===== src/rtl/mc_pkg.sv =====
// rtl/mc_pkg.sv - shared states, opcodes and select encodings for the multi-cycle controller
package mc_pkg;

  typedef enum logic [3:0] {
    S_FETCH     = 4'd0,
    S_DECODE    = 4'd1,
    S_MEM_ADDR  = 4'd2,
    S_MEM_READ  = 4'd3,
    S_MEM_WB    = 4'd4,
    S_MEM_WRITE = 4'd5,
    S_EXEC      = 4'd6,
    S_ALU_WB    = 4'd7,
    S_BRANCH    = 4'd8,
    S_JAL       = 4'd9,
    S_HALT      = 4'd10
  } state_t;

  localparam logic [6:0] OP_R   = 7'b0110011;
  localparam logic [6:0] OP_I   = 7'b0010011;
  localparam logic [6:0] OP_LD  = 7'b0000011;
  localparam logic [6:0] OP_SD  = 7'b0100011;
  localparam logic [6:0] OP_BR  = 7'b1100011;
  localparam logic [6:0] OP_JAL = 7'b1101111;

  localparam logic [3:0] ALU_AND = 4'b0000;
  localparam logic [3:0] ALU_OR  = 4'b0001;
  localparam logic [3:0] ALU_ADD = 4'b0010;
  localparam logic [3:0] ALU_SLL = 4'b0011;
  localparam logic [3:0] ALU_SRL = 4'b0100;
  localparam logic [3:0] ALU_SUB = 4'b0110;
  localparam logic [3:0] ALU_SLT = 4'b0111;
  localparam logic [3:0] ALU_BRT = 4'b1000;
  localparam logic [3:0] ALU_B2A = 4'b1001;

  localparam logic       SRC_A_PC   = 1'b0;
  localparam logic       SRC_A_REG  = 1'b1;
  localparam logic [1:0] SRC_B_REG  = 2'b00;
  localparam logic [1:0] SRC_B_FOUR = 2'b01;
  localparam logic [1:0] SRC_B_IMM  = 2'b10;

  localparam logic [1:0] M2R_ALUOUT = 2'b00;
  localparam logic [1:0] M2R_MDR    = 2'b01;
  localparam logic [1:0] M2R_PC     = 2'b10;

  localparam logic PC_SRC_ALU    = 1'b0;
  localparam logic PC_SRC_ALUOUT = 1'b1;

  localparam logic TYPE_I = 1'b0;
  localparam logic TYPE_R = 1'b1;

endpackage


===== src/rtl/mc_controller_alu_dec.sv =====
// rtl/mc_controller_alu_dec.sv - funct field to ALU operation mapping for the EXEC state
module alu_dec
  import mc_pkg::*;
(
  input  logic       insn_type,
  input  logic [2:0] funct3,
  input  logic       funct7_5,
  output logic [3:0] alu_ctrl
);

  always_comb begin
    alu_ctrl = ALU_ADD;
    case (funct3)
      3'b000: alu_ctrl = (insn_type == TYPE_R && funct7_5) ? ALU_SUB : ALU_ADD;
      3'b111: alu_ctrl = ALU_AND;
      3'b110: alu_ctrl = ALU_OR;
      3'b001: alu_ctrl = ALU_SLL;
      3'b101: alu_ctrl = ALU_SRL;
      3'b010: alu_ctrl = ALU_SLT;
      default: alu_ctrl = ALU_ADD;
    endcase
  end

endmodule


===== src/rtl/mc_controller.sv =====
// rtl/mc_controller.sv - multi-cycle RISC-V main control FSM
// MC_CTRL_ILLEGAL_TRAP_EN: unsupported opcodes halt and raise sticky illegal instead of retiring as NOP
module mc_controller
  import mc_pkg::*;
(
  input  logic       clk,
  input  logic       rst,
  input  logic [6:0] opcode,
  input  logic [2:0] funct3,
  input  logic       funct7_5,
  input  logic       zero,
  output logic [3:0] alu_ctrl,
  output logic       alu_src_a,
  output logic [1:0] alu_src_b,
  output logic       pc_src,
  output logic       pc_write,
  output logic       ir_write,
  output logic       mem_read,
  output logic       mem_write,
  output logic       reg_write,
  output logic       i_or_d,
  output logic [1:0] mem_to_reg,
  output logic       retire,
  output logic       illegal,
  output logic [3:0] state
);

  state_t     state_q;
  state_t     state_n;
  logic       illegal_q;
  logic       insn_type;
  logic [3:0] exec_ctrl;

  assign insn_type = (opcode == OP_R) ? TYPE_R : TYPE_I;

  alu_dec u_alu_dec (
    .insn_type (insn_type),
    .funct3    (funct3),
    .funct7_5  (funct7_5),
    .alu_ctrl  (exec_ctrl)
  );

  always_ff @(posedge clk or posedge rst) begin
    if (rst) state_q <= S_FETCH;
    else     state_q <= state_n;
  end

`ifdef MC_CTRL_ILLEGAL_TRAP_EN
  always_ff @(posedge clk or posedge rst) begin
    if (rst)                    illegal_q <= 1'b0;
    else if (state_n == S_HALT) illegal_q <= 1'b1;
  end
`else
  assign illegal_q = 1'b0;
`endif

  always_comb begin
    state_n    = state_q;
    alu_ctrl   = ALU_ADD;
    alu_src_a  = SRC_A_PC;
    alu_src_b  = SRC_B_REG;
    pc_src     = PC_SRC_ALU;
    pc_write   = 1'b0;
    ir_write   = 1'b0;
    mem_read   = 1'b0;
    mem_write  = 1'b0;
    reg_write  = 1'b0;
    i_or_d     = 1'b0;
    mem_to_reg = M2R_ALUOUT;
    retire     = 1'b0;
    case (state_q)
      S_FETCH: begin
        mem_read  = 1'b1;
        ir_write  = 1'b1;
        alu_src_b = SRC_B_FOUR;
        pc_write  = 1'b1;
        state_n   = S_DECODE;
      end
      S_DECODE: begin
        // PC already holds pc+4, so the ALU folds the -4 into the branch target
        alu_src_b = SRC_B_IMM;
        alu_ctrl  = ALU_BRT;
        case (opcode)
          OP_LD, OP_SD: state_n = S_MEM_ADDR;
          OP_R, OP_I:   state_n = S_EXEC;
          OP_BR:        state_n = S_BRANCH;
          OP_JAL:       state_n = S_JAL;
          default: begin
`ifdef MC_CTRL_ILLEGAL_TRAP_EN
            state_n = S_HALT;
`else
            retire  = 1'b1;
            state_n = S_FETCH;
`endif
          end
        endcase
      end
      S_MEM_ADDR: begin
        alu_src_a = SRC_A_REG;
        alu_src_b = SRC_B_IMM;
        state_n   = (opcode == OP_LD) ? S_MEM_READ : S_MEM_WRITE;
      end
      S_MEM_READ: begin
        mem_read = 1'b1;
        i_or_d   = 1'b1;
        state_n  = S_MEM_WB;
      end
      S_MEM_WB: begin
        reg_write  = 1'b1;
        mem_to_reg = M2R_MDR;
        retire     = 1'b1;
        state_n    = S_FETCH;
      end
      S_MEM_WRITE: begin
        mem_write = 1'b1;
        i_or_d    = 1'b1;
        retire    = 1'b1;
        state_n   = S_FETCH;
      end
      S_EXEC: begin
        alu_src_a = SRC_A_REG;
        alu_src_b = (opcode == OP_R) ? SRC_B_REG : SRC_B_IMM;
        alu_ctrl  = exec_ctrl;
        state_n   = S_ALU_WB;
      end
      S_ALU_WB: begin
        reg_write = 1'b1;
        retire    = 1'b1;
        state_n   = S_FETCH;
      end
      S_BRANCH: begin
        alu_src_a = SRC_A_REG;
        alu_ctrl  = ALU_SUB;
        pc_src    = PC_SRC_ALUOUT;
        pc_write  = (funct3 == 3'b000) ? zero : (funct3 == 3'b001) ? !zero : 1'b0;
        retire    = 1'b1;
        state_n   = S_FETCH;
      end
      S_JAL: begin
        reg_write  = 1'b1;
        mem_to_reg = M2R_PC;
        pc_write   = 1'b1;
        pc_src     = PC_SRC_ALUOUT;
        retire     = 1'b1;
        state_n    = S_FETCH;
      end
      S_HALT:  state_n = S_HALT;
      default: state_n = S_FETCH;
    endcase
    // Reset must squash every enable immediately, even though the state register already reads FETCH
    if (rst) begin
      alu_ctrl   = 4'b0000;
      alu_src_a  = 1'b0;
      alu_src_b  = 2'b00;
      pc_src     = 1'b0;
      pc_write   = 1'b0;
      ir_write   = 1'b0;
      mem_read   = 1'b0;
      mem_write  = 1'b0;
      reg_write  = 1'b0;
      i_or_d     = 1'b0;
      mem_to_reg = 2'b00;
      retire     = 1'b0;
    end
  end

  assign illegal = rst ? 1'b0 : illegal_q;
  assign state   = rst ? 4'd0 : state_q;

endmodule


===== config.mk =====
export PLATFORM = sky130hd
export DESIGN_NAME = mc_controller
export DESIGN_NICKNAME = d
export VERILOG_FILES = /design/src/rtl/mc_pkg.sv /design/src/rtl/mc_controller_alu_dec.sv /design/src/rtl/mc_controller.sv
export SDC_FILE = /design/constraint.sdc
export NUM_CORES = 1
export LEC_CHECK = 0
export BUFFER_PORTS_ARGS = -buffer_cell sky130_fd_sc_hd__buf_2
export CORE_UTILIZATION = 40
export DETAILED_ROUTE_END_ITERATION = 10
export PLACE_DENSITY_LB_ADDON = 0.15
export SLEW_MARGIN = 10
export SYNTH_ARGS = -nofsm -noshare
export SYNTH_HDL_FRONTEND = slang
export SYNTH_SLANG_ARGS = --single-unit

===== constraint.sdc =====
create_clock -name clk -period 2.9 [get_ports clk]
set_input_delay 0.145 -clock clk [delete_from_list [all_inputs] [get_ports clk]]
set_output_delay 0.145 -clock clk [all_outputs]
set_load 0.01 [all_outputs]

* Word-level counts from Yosys, hierarchy flattened *
Index checks and enable logic that the tools add are counted.

operators by class
  bitwise logic cells = 0
  eq/ne operators = 21
  $mul = 0
  divide/modulo/power cells = 0
  reductions and logical operators = 15
  add/sub/neg operators = 0
  $lt $le $gt $ge = 0
  mux-type cells = 35
  shift operators = 0

operators by type and width
  operator                                                               count
  4-bit one-hot mux with 6 select lines                                  2
  1-bit 2-to-1 mux                                                       20
  4-bit by 3-bit equality test with 1-bit output, second input constant  4
  4-bit one-hot mux with 4 select lines                                  1
  7-bit by 6-bit equality test with 1-bit output, second input constant  2
  7-bit equality test, second input constant                             2
  2-bit OR reduction                                                     7
  4-bit equality test, second input constant                             3
  4-bit one-hot mux with 3 select lines                                  1
  3-bit equality test, second input constant                             3
  4-bit by 2-bit equality test with 1-bit output, second input constant  2
  4-bit 2-to-1 mux                                                       2
  7-bit by 2-bit equality test with 1-bit output, second input constant  1
  7-bit by 5-bit equality test with 1-bit output, second input constant  1
  2-bit 2-to-1 mux                                                       3
  3-bit 2-to-1 mux                                                       2
  2-bit one-hot mux with 3 select lines                                  1
  3-bit OR reduction                                                     2
  6-bit OR reduction                                                     1
  5-bit OR reduction                                                     1
  4-bit by 1-bit equality test with 1-bit output, second input constant  1
  4-bit logical NOT                                                      1
  1-bit one-hot mux with 2 select lines                                  2
  2-bit one-hot mux with 2 select lines                                  1
  5 further kinds                                                        5

storage, ports and cells
  bits in writable memories = 0
  bits in read-only memories = 0
  output and inout port bits = 22
  bits in latches = 0
  bits in registers = 4
  memories kept = 0

* Logic depth before layout (Yosys ltp) *
Gate-level depths: netlist (run 1).

  depth in word-level cells = 7
  depth in mapped cells = 5

* Modules after synthesis *
Synthesis (run 1) repeated with hierarchy kept, for this count alone.

unflattened totals
  cells, all modules = 97
  area, all modules = 686.9 um2

modules (own cells, without submodules)
  module         cells each  sequential area each (um2)  area an instance (um2)  instances
  mc_controller  88          100.1                       633.1                   1
  alu_dec        9           0.0                         53.8                    1

* Worst setup path after synthesis (run 1) *
No wires, ideal clock.

  path type = reg-to-output
  from = register state_q[3]
  to = output port retire
  data required time = 2.755 ns
  data arrival time = 1.319 ns
  slack = 1.436 ns
  cell stages (with the launch flop) = 6
  cell sequence = dfrtp_1 -> buf_2 -> nor2_1 -> nand2_1 -> or4_1 -> o21ai_0

on the way
  word-level cells in the longest chain between the ends = 4
  elaborated cells on any way between the ends = 9
  those cells by class = 6 x eq/ne; 2 x mux; 1 x reduce/logical

RTL lines
  item                                                                                          line                  source
  start: declaration                                                                            mc_controller.sv:28   state_t state_q;
  start signal: assignment                                                                      mc_controller.sv:45   else state_q <= state_n;
  4-bit equality test / 4-bit by 3-bit equality test with 1-bit output (equally long branches)  mc_controller.sv:71   case (state_q)
  5-bit OR reduction (no line)                                                                  n/a
  1-bit one-hot mux with 2 select lines *                                                       mc_controller.sv:71
  1-bit 2-to-1 mux *                                                                            mc_controller.sv:151  if (rst) begin
  end: declaration                                                                              mc_controller.sv:23   output logic retire,

Every way passes the cells marked *; elsewhere a longest branch is shown, timed or not.

* Worst setup path after layout (run 1) *
  from = input port rst
  to = output port retire

on the way
  word-level cells in the longest chain between the ends = 1

RTL lines
  item                line                  source
  start: declaration  mc_controller.sv:7    input logic rst,
  1-bit 2-to-1 mux    mc_controller.sv:151

Every way passes these cells.

==> flow_summary.json, run 1 <==
{
  "slew_headroom_pct": 58.9,
  "synth_cell_type_count": 31,
  "wl_um": 1720,
  "initial_utilization_pct": 44.4,
  "num_rows": 13,
  "grt_pass1_vias": 610,
  "vias": 776,
  "synth_nets": 108,
  "syn_inst": 94,
  "gr-total-overflow": 0,
  "maxCapViolCount": 0,
  "die_width_um": 40.5,
  "clockPowerShare_pct": 19.7,
  "seq_power_share_pct": 27.8,
  "track_usage_pct": 24.5,
  "max-vdd-ir-drop_uv": 370,
  "clk_latency_ns": 0.23,
  "place.gp.congestion": 0.788,
  "nets": 140,
  "clock_path_buffers": 2,
  "largest-register": "state_q",
  "drtIter0Drc": 12,
  "critPathKind": "in2out",
  "wire_per_inst_um": 12.4,
  "crit_arrival_ns": 1.97,
  "period_minus_slack_ns": 2.11,
  "worst_pin_slew_ns": 0.612,
  "drv_slew": 0,
  "mappedNetlistArea_um2": 592,
  "synth_edf_count": 0,
  "ant_nets": 0,
  "dpl.hpwl_um": 1280,
  "via_per_inst": 5.58,
  "root_buffer": "clkbuf_4",
  "period_share_pct": 72.8,
  "startpoint_type": "input pin",
  "finalPower_mw": 0.336,
  "placeableCoreArea_um2": 1330,
  "die_area_um2": 1640,
  "netlist_top_cells_area": "dfrtp_1, nand2_1, nor3_1",
  "route.detailed.drc": 0,
  "cts.sinks": 4,
  "cts_tree": "built",
  "cts_buffers": 3,
  "reg_top3": "state_q (4)",
  "largest_reg_flops": 4,
  "ys_warn_count": 0,
  "die_h_um": 40.5,
  "swShare_pct": 46.1,
  "intPower_mw": 0.181,
  "hold_viol": 0,
  "async_reset_ff_share_pct": 100,
  "setup_tns_ns": 0,
  "grt_pass1_wl_um": 2710,
  "cts-resized-gates": 0,
  "synthFlopType": "dfrtp_1",
  "numPortBuffers": 34,
  "p_comb_share_pct": 52.5,
  "fin_worst_skew_ns": 0.00380,
  "critPathRequiredTime_ns": 2.76,
  "p_sw_mw": 0.155,
  "synth_top_area_share_pct": 16.9,
  "syn_to_final_growth_pct": 30.7,
  "clkTransAtPathRegs_ns": 0.04,
  "grt_max_degree": 17,
  "ioPinCount": 36,
  "antennaDiodeCount": 0,
  "cp_max_fo": 13,
  "worstHoldPathType": "in2reg",
  "antenna_found_initial": 0,
  "endpoint_kind": "output pin",
  "drt-pass1-iter-count": 4,
  "clock.fmax_ghz": 0.473,
  "seq_area_frac_synth_pct": 16.9,
  "drive_above_1_share_pct": 31.5,
  "status": "finished, final reports clean",
  "synth.avg_cell_area_um2": 6.30,
  "synth_seq_cells": 4,
  "p_leak_nw": 0.377,
  "synth_top_cell_by_area": "dfrtp_1",
  "setup_viol": 0,
  "power_density_nw_per_um2": 435,
  "cts_max_level": 1,
  "rsz0062_at_grt": "false"
}
-- logic make-up after synthesis --
kind of cell	share of synthesized area [%]
AND/OR/NAND/NOR	42.3
multiplexers	3.59
other	0.634
buffers and inverters	9.94
AO/OA/AOI/OAI	22.2
flip-flops	16.9
XOR/XNOR	4.44
-- placed cells by master, fill, tap and decap left out, types with 2 or more instances in the layout --
master    count
nand2b_1      4
nor2b_1       3
nor3_1        8
nand3_1       2
nor2_1       10
buf_2        34
clkbuf_4      3
inv_1         5
o21ai_0       5
dfrtp_1       4
nand2_1      11
a21oi_1       7
xor2_1        2
nor4_1        5
or4_1         2
o22ai_1       3
nand4_1       2
-- through the flow --
stage	hold slack (ns)	util, %	setup WS (ns)	area, um2	instances
3_5_place_dp	0.178	55.5	1.17	741	135
2_1_floorplan	-0.0644	-	1.44	592	94
4_1_cts	0.238	58.0	0.808	773	139
6_report	0.238	58.0	0.787	773	139
5_1_grt	0.255	58.0	0.629	773	139
3_3_place_gp	0.178	55.5	1.26	741	135
-- timing repair --
item | 4_1_cts | 5_1_grt
endpoints found under the hold margin | 4 | 0
hold buffers | 1 | 0
buffers inserted | 0 | 0
-- critical path, stage by stage --
cell and delay, ns:
dlygate4sd3_1 0.54, buf_2 0.20, inv_1 0.23, nand2_1 0.17, or4_1 0.43, o21ai_0 0.09, buf_2 0.16
-- power by group through the flow --
stage               Clock [mW]  Combinational, mW  Sequential, mW
floorplan                    0              0.138          0.0712
global placement             0              0.172          0.0947
finish                  0.0663              0.177          0.0934
CTS                     0.0702              0.176          0.0936
global route            0.0737              0.202          0.0987
detailed placement           0              0.174          0.0942
-- worst paths after layout --
kind | startpoint | end | slack [ns] | cells past startpoint
worst min-delay path | opcode[3] | state_q[0]$_DFF_PP0_ | 0.24 | 3
worst max register to register | state_q[1]$_DFF_PP0_ | state_q[1]$_DFF_PP0_ | 1.35 | 4
max in group asynchronous | rst | state_q[2]$_DFF_PP0_ | 2.19 | 3
min in group asynchronous | rst | state_q[0]$_DFF_PP0_ | 0.51 | 3
worst max-delay path | rst | retire | 0.79 | 7
worst min register to register | state_q[3]$_DFF_PP0_ | state_q[0]$_DFF_PP0_ | 0.65 | 1
-- cells in the mapped netlist (2+ instances only) --
master	instances
nor3_1	8
clkbuf_1	4
or4_1	2
nor2b_1	3
nand3_1	2
o21ai_0	5
buf_4	2
nand2b_1	4
a21oi_1	7
inv_1	5
dfrtp_1	4
nor2_1	10
buf_2	2
nand2_1	11
o22ai_1	3
nand4_1	2
xor2_1	2
nor4_1	5
-- per-layer routing --
metal | routed length (um) | part of all wire [%] | vias up | global-route usage, %
met3 | 85 | 5.0 | 0 | 3.33
met2 | 848 | 49 | 25 | 40.1
met4 | 0 | 0 | 0 | 8.33
li1 | - | - | 400 | -
met1 | 783 | 46 | 351 | 32.4
met5 | 0 | 0 | - | 0
-- layout make-up --
cell class,count,area [um2]
sequential,4,100
multi-input combinational,77,433
fill,142,561
timing repair buffer,35,180
inverter,5,18.8
clock buffer,3,22.5
tap,15,18.8
No activity file was read; power rests on OpenSTA's default activity.
==> run 2: changes to the inputs <==
--- a/config.mk
+++ b/config.mk
@@ -6,7 +6,7 @@
 export NUM_CORES = 1
 export LEC_CHECK = 0
 export BUFFER_PORTS_ARGS = -buffer_cell sky130_fd_sc_hd__buf_2
-export CORE_UTILIZATION = 40
+export CORE_UTILIZATION = 38
 export DETAILED_ROUTE_END_ITERATION = 10
 export PLACE_DENSITY_LB_ADDON = 0.15
 export SLEW_MARGIN = 10
==> constraint.sdc (replaced) <==
create_clock -name clk -period 1.87 [get_ports clk]
set_input_delay 0.0935 -clock clk [delete_from_list [all_inputs] [get_ports clk]]
set_output_delay 0.0935 -clock clk [all_outputs]
set_load 0.01 [all_outputs]
==> run 2 against run 1 <==
Against the previous run:
- die area increased by 5.0%
- first-iteration DRC count up 110%
- sequential share of layout area shrank 0.52 points
- critical path type is now reg2out
- largest cell class unchanged
- highest routed layer unchanged
==> flow_summary.json, run 2 (synthesized netlist as in run 1, its figures left out) <==
{
  "wire_per_inst_um": 11.9,
  "crit_arrival_ns": 1.68,
  "clock_path_buffers": 2,
  "cts_tree": "built",
  "fin_worst_skew_ns": 0.000416,
  "track_usage_pct": 19.3,
  "largest_reg_flops": 4,
  "setup_viol": 0,
  "gr-total-overflow": 0,
  "place.gp.congestion": 0.835,
  "initial_utilization_pct": 43.3,
  "period_minus_slack_ns": 1.77,
  "ant_nets": 0,
  "die_area_um2": 1720,
  "final_util_pct": 60.4,
  "clkTransAtPathRegs_ns": 0.04,
  "reg_top3": "state_q (4)",
  "ioPinCount": 36,
  "via_per_inst": 5.59,
  "status": "finished, final reports clean",
  "drv_slew": 0,
  "max-vdd-ir-drop_uv": 528,
  "largest-register": "state_q",
  "power_density_nw_per_um2": 666,
  "cts.sinks": 4,
  "setup_tns_ns": 0,
  "mostFrequentLayoutCell": "buf_2",
  "die_h_um": 41.5,
  "drt-pass1-iter-count": 4,
  "p_leak_nw": 0.407,
  "clk_latency_ns": 0.23,
  "cp_max_fo": 9,
  "nets": 146,
  "period_share_pct": 94.9,
  "placeableCoreArea_um2": 1370,
  "maxCapViolCount": 0,
  "postCtsSetupBuffers": 0,
  "endpoint_kind": "output pin",
  "critPathKind": "reg2out",
  "hold_viol": 0,
  "antennaDiodeCount": 0,
  "startpoint_type": "flip-flop",
  "worstHoldPathType": "in2reg",
  "drtIter0Drc": 25,
  "cts_buffers": 3,
  "grt_pass1_vias": 658,
  "cts_max_level": 1,
  "drive_above_1_share_pct": 37.7,
  "rsz0062_at_grt": "false",
  "numPortBuffers": 34,
  "num_rows": 13,
  "syn_to_final_growth_pct": 39.5,
  "dpl.hpwl_um": 1370,
  "root_buffer": "clkbuf_4",
  "critPathRequiredTime_ns": 1.78,
  "route.detailed.drc": 0,
  "grt_max_degree": 14,
  "antenna_found_initial": 0,
  "final_cell_mix": "buf_2, nand2_1, nor2_1",
  "wl_um": 1730,
  "grt_pass1_wl_um": 2780,
  "clock.fmax_ghz": 0.564,
  "die_width_um": 41.5,
  "vias": 811
}
-- run 2: changes by cell type in the layout (fill, tap and decap cells not counted) --
cell / delta
nor2_1: -1
buf_4: +6
nor2_2: +1
nand2b_1: -1
dfrtp_1: -2
dfrtp_2: +2
nand2b_2: +1
-- run 2: report_power, final --
group	internal (mW)	switching [mW]
Combinational	0.131	0.187
Sequential	0.100	0.0302
Clock	0.0715	0.0310
-- run 2: worst paths after layout --
path	from	to	slack [ns]	cells past startpoint
max	state_q[1]$_DFF_PP0_	retire	0.1	4
min	opcode[3]	state_q[0]$_DFF_PP0_	0.19	3
max reg2reg	state_q[0]$_DFF_PP0_	state_q[1]$_DFF_PP0_	0.46	5
min reg2reg	state_q[3]$_DFF_PP0_	state_q[0]$_DFF_PP0_	0.58	1
max in group asynchronous	rst	state_q[3]$_DFF_PP0_	1.22	3
min in group asynchronous	rst	state_q[0]$_DFF_PP0_	0.47	3
-- run 2: timing repair --
action	CTS	global route
gates resized for setup	0	4
endpoints found under the hold margin	4	0
endpoints found under the setup margin	0	1
hold buffers	1	0
-- run 2: routing by layer --
layer / wire, um / vias up / GRT usage [%]
met5: 0 / - / 0
met4: 0 / 0 / 5.81
met3: 92 / 0 / 0.435
met2: 873 / 24 / 34.4
met1: 759 / 377 / 25.0
li1: - / 410 / -
-- run 2: metrics by stage --
step                hold WS (ns)  cells  cell area, um2  setup slack (ns)  power (mW)
floorplan                 -0.116     94             592             0.457       0.324
global placement           0.121    141             786             0.345       0.437
detailed placement         0.128    141             786             0.300       0.441
CTS                        0.189    145             818            0.0474       0.552
global route               0.209    145             826            0.0318       0.601
finish                     0.194    145             826            0.0954       0.550
-- run 2: worst max-delay path, cell delays in order, from the launching register on --
cell      delay (ns)
dfrtp_2         0.45
nand2b_2        0.24
or4_1           0.52
o21ai_0         0.09
buf_2           0.15
-- run 2: final cells by class --
cell class | count | area (um2)
clock buffer | 3 | 22.5
fill | 141 | 541
inverter | 5 | 18.8
multi-input combinational | 77 | 438
sequential | 4 | 103
tap | 15 | 18.8
timing repair buffer | 41 | 225
